[src/rtl/freq_counter_multi.sv]
// Multi-channel frequency counter: counts synchronised rising edges per channel over a
// GATE_CYCLES-long window, publishing saturated counts and overflow flags with a one-cycle valid.
module freq_counter_multi #(
  parameter int NCH         = 4,
  parameter int CNT_W       = 16,
  parameter int GATE_CYCLES = 1000
) (
  input  logic                 clk,
  input  logic                 reset,
  input  logic [NCH-1:0]       sig_in,
  input  logic                 mode,
  input  logic                 start,
  output logic                 busy,
  output logic                 valid,
  output logic [NCH*CNT_W-1:0] count,
  output logic [NCH-1:0]       ovf
);

  localparam int GW = (GATE_CYCLES > 2) ? $clog2(GATE_CYCLES) : 1;
  localparam logic [GW-1:0]    LAST = GW'(GATE_CYCLES - 1);
  localparam logic [CNT_W-1:0] CMAX = '1;

  typedef enum logic {IDLE, GATE} state_t;

  state_t                      state, state_nxt;
  logic [GW-1:0]               gate_cnt, gate_cnt_nxt;
  logic                        publish;
  logic [NCH-1:0]              sync1, sync2, hist, edge_det;
  logic [NCH-1:0][CNT_W-1:0]   acc, acc_inc;
  logic [NCH-1:0]              sticky, sticky_inc;

  // Synchroniser and history run in every state so IDLE edges are consumed, not deferred.
  always_ff @(posedge clk) begin
    if (reset) begin
      sync1 <= '0;
      sync2 <= '0;
      hist  <= '0;
    end else begin
      sync1 <= sig_in;
      sync2 <= sync1;
      hist  <= sync2;
    end
  end

  assign edge_det = sync2 & ~hist;

  always_comb begin
    acc_inc    = acc;
    sticky_inc = sticky;
    for (int i = 0; i < NCH; i++) begin
      if (edge_det[i]) begin
        if (acc[i] == CMAX) sticky_inc[i] = 1'b1;
        else                acc_inc[i]    = acc[i] + 1'b1;
      end
    end
  end

  always_ff @(posedge clk) begin
    if (reset) begin
      state    <= IDLE;
      gate_cnt <= '0;
    end else begin
      state    <= state_nxt;
      gate_cnt <= gate_cnt_nxt;
    end
  end

  always_comb begin
    state_nxt    = state;
    gate_cnt_nxt = gate_cnt;
    publish      = 1'b0;
    case (state)
      IDLE: begin
        gate_cnt_nxt = '0;
        if (!mode || start) state_nxt = GATE;
      end
      GATE: begin
        if (gate_cnt == LAST) begin
          publish      = 1'b1;
          gate_cnt_nxt = '0;
          if (mode) state_nxt = IDLE;
        end else begin
          gate_cnt_nxt = gate_cnt + 1'b1;
        end
      end
      default: state_nxt = IDLE;
    endcase
  end

  // The last gate cycle's edge is folded into the published value, then the window restarts clean.
  always_ff @(posedge clk) begin
    if (reset) begin
      acc    <= '0;
      sticky <= '0;
    end else if (state == GATE) begin
      if (publish) begin
        acc    <= '0;
        sticky <= '0;
      end else begin
        acc    <= acc_inc;
        sticky <= sticky_inc;
      end
    end
  end

  always_ff @(posedge clk) begin
    if (reset) begin
      valid <= 1'b0;
      count <= '0;
      ovf   <= '0;
    end else begin
      valid <= publish;
      if (publish) begin
        count <= acc_inc;
        ovf   <= sticky_inc;
      end
    end
  end

  assign busy = (state == GATE);

endmodule

[config.mk]
export PLATFORM = sky130hd
export DESIGN_NAME = freq_counter_multi
export DESIGN_NICKNAME = d
export VERILOG_FILES = /design/src/rtl/freq_counter_multi.sv
export SDC_FILE = /design/constraint.sdc
export NUM_CORES = 1
export LEC_CHECK = 0
export ABC_AREA = 1
export CAP_MARGIN = 40
export CORE_ASPECT_RATIO = 1.4
export CORE_MARGIN = 4
export CORE_UTILIZATION = 59
export CTS_BUF_LIST = sky130_fd_sc_hd__clkbuf_4
export DETAILED_ROUTE_END_ITERATION = 8
export PLACE_DENSITY = 0.82
export SETUP_SLACK_MARGIN = 0.2
export SLEW_MARGIN = 20
export SYNTH_ARGS = -nofsm -noshare
export SYNTH_HDL_FRONTEND = slang
export SYNTH_SLANG_ARGS = --single-unit
[constraint.sdc]
create_clock -name clk -period 2.2 [get_ports clk]
set_clock_uncertainty 0.15 [all_clocks]
set_input_delay 0.22 -clock clk [delete_from_list [all_inputs] [get_ports clk]]
set_output_delay 0.22 -clock clk [all_outputs]
set_load 0.02 [all_outputs]
==> results.cfg <==
[setup_path]
crit_chain = clkdlybuf4s50_1
path_buf_inv = 1
cp_slowest_cell = clkdlybuf4s50_1
cp.required_ns = 1.83
crit_path_max_incr_delay_ns = 0.62
path_max_fanout = 2
cp.arrival_ns = 1.55
critPathCaptureType = primary output
startpoint_type = flop
cp_top_family = buffers and inverters
critPathKind = flop to primary output

[pwr]
power.total_w = 0.00502
leakage_nw = 4.00
vdd_ir_drop_max_mv = 0.371
powerDensity_nw_per_um2 = 572

[routing]
ant_nets = 0
wirelength_microns = 16600
drtPass1Iterations = 6
vias = 7114
wl_per_cell_microns = 11.9
drcViolationCount = 0
drtIter0Drc = 278
vias_per_cell = 5.09

[floorplan]
die_area_sq_um = 14500
die_x_microns = 103
ioPinCount = 78
die_h_microns = 141
rows = 48
start_util_pct = 60.2
core_sq_um = 12300

[cells_and_area]
multi_input_area_sq_um = 3670
seq_area_sq_um = 3210
n_fill_cell = 1073
nets = 1247
final_util_pct = 71.2
area_growth_pct = 18.2
drive_above_1_share_pct = 5.53

[cts]
cts.htree.levels = 4
clk_latency_ns = 0.54
tritoncts = built
clk_pin_slew_ns = 0.12
cts_root_buffer = clkbuf_4
cts_buffer_depth = 2
cts_made_buffers = 17
cts_sinks = 160

[timing]
tightest_slew_ns = 0.367
fmax_mhz = 521
setup_ws_ns = 0.281
slew_headroom_pct = 75.5
period_share_pct = 87.2
rsz0062_at_grt = true
finalSetupViolations = 0
finalCriticalPeriod_ns = 1.92
finalHoldViolCount = 0
tns_ns = 0
maxSlewViolCount = 0

[hold_path]
hold_path_class = input port to flop

[synthesis]
ys_ff_latch = 160
ys.flop_type = dfxtp_1
yosysTopAreaCellShare_pct = 43.2
synthTopCellsByArea = dfxtp_1 (43%), nand2_1 (26%), nand3_1 (11%)
synth-edff-count = 0
syn_avg_cell_area_sq_um = 6.43
async_flop_share_pct = 0
synth_area_sq_um = 7410
seq_area_frac_synth_pct = 43.2
synth_most_common_cell = nand2_1
yosysTopAreaCell = dfxtp_1
ys.warnings.count = 0
syn_inst = 1153
ys_types = 28
synth_fp_nets = 1166
synth_common_cells = nand2_1 (510), dfxtp_1 (160), nand3_1 (159)

[place]
post-place-ws_ns = 0.321
dp_hpwl_microns = 11300
gp_congestion = 0.882
io_buffers = 77

[global_route]
grt_pass1_vias = 6648
grt_max_degree = 66
antenna_found_initial = 1
grt_first_pass_wirelength_microns = 28300
overflow = 0
track_usage_pct = 23.7

[run]
drv_cap = 0

[outcome]
status = complete, no violations
## per-stage QoR
| stage | cell area, sq um | hold slack (ns) | instances |
|---|---|---|---|
| after floorplan | 7410 | 0.177 | 1153 |
| after global placement | 8390 | 0.240 | 1362 |
| after detailed placement | 8390 | 0.247 | 1362 |
| after CTS | 8690 | 0.0419 | 1394 |
| after global routing | 8770 | 0.0475 | 1398 |
| final | 8770 | 0.0757 | 1398 |
## layout make-up
class | count | area share (%)
diodes | 1 | 0.0285
inverters | 112 | 4.80
clock buffers | 18 | 1.54
well taps | 150 | 2.14
flip-flops and latches | 160 | 36.6
repair buffers | 96 | 11.1
multi-input cells | 847 | 41.8
clock inverters | 14 | 1.96
## sequential cells by signal (all words and copies together), names as in the netlist
| name | count |
|---|---|
| gate_cnt | 10 |
| hist | 4 |
| valid | 1 |
| sync1 | 4 |
| sticky | 4 |
| sync2 | 4 |
| busy | 1 |
| count | 64 |
| acc | 64 |
| ovf | 4 |
## kinds of logic (layout without fill, tap and decap cells)
family                     Yosys count  after routing  share of synthesized area [%]
and+or+nand+nor                    794            794                           44.0
DFF                                160            160                           43.2
buffers and inverters              146            240                           7.90
AOI/OAI and AO/OA                   40             40                           3.14
xor gates and xnor gates             8              8                          0.945
adders and majority gates            5              5                          0.844
other                                0              1                              0
## metal layers
| layer | vias to the layer above | share of wire [%] | global-route usage [%] |
|---|---|---|---|
| li1 | 3742 | - | - |
| met4 | 0 | 2.1 | 7.98 |
| met2 | 118 | 50 | 42.0 |
| met3 | 31 | 3.4 | 4.90 |
| met5 | - | 0 | 0 |
| met1 | 3223 | 44 | 27.9 |
## cell usage in the layout, fill, tap and decap left out, types with 5 or more instances in the layout
master	netlist	final
dfxtp_1	160	157
xor2_1	5	5
inv_1	111	110
ha_1	5	5
buf_4	1	13
a21oi_1	6	6
clkinv_1	1	7
o21ai_0	21	21
clkbuf_4	0	18
nor2_2	4	9
o21bai_1	9	9
clkdlybuf4s50_1	0	76
nand2_1	510	509
nand3_1	159	158
nor2_1	103	96
## final timing paths
check / slack [ns] / startpoint / end / depth (start not counted)
worst max-delay path: 0.28 / count[17]$_SDFFE_PP0P_ / count[17] / 1
worst min-delay path: 0.08 / sig_in[1] / sync1[1]$_SDFF_PP0_ / 3
worst max register to register: 0.34 / busy$_SDFF_PP0_ / count[48]$_SDFFE_PP0P_ / 5
worst min register to register: 0.26 / sync1[1]$_SDFF_PP0_ / sync2[1]$_SDFF_PP0_ / 2
## what timing repair did
| action | 4_1_cts | 5_1_grt |
|---|---|---|
| hold endpoints to repair | 0 | 0 |
| setup endpoints to repair | 1 | 68 |
| hold buffers | 0 | 0 |
| resized for setup | 1 | 12 |
| buffers inserted | 0 | 2 |
| gates cloned | 0 | 1 |
## where the power goes
| group | leakage [nW] | internal [W] | switching (W) |
|---|---|---|---|
| Sequential | 1.29 | 0.00292 | 0.0000164 |
| Combinational | 2.55 | 0.0000633 | 0.000147 |
| Clock | 0.155 | 0.000891 | 0.000984 |
| Total | 4.00 | 0.00387 | 0.00115 |
(Power assumes the default switching activity.)
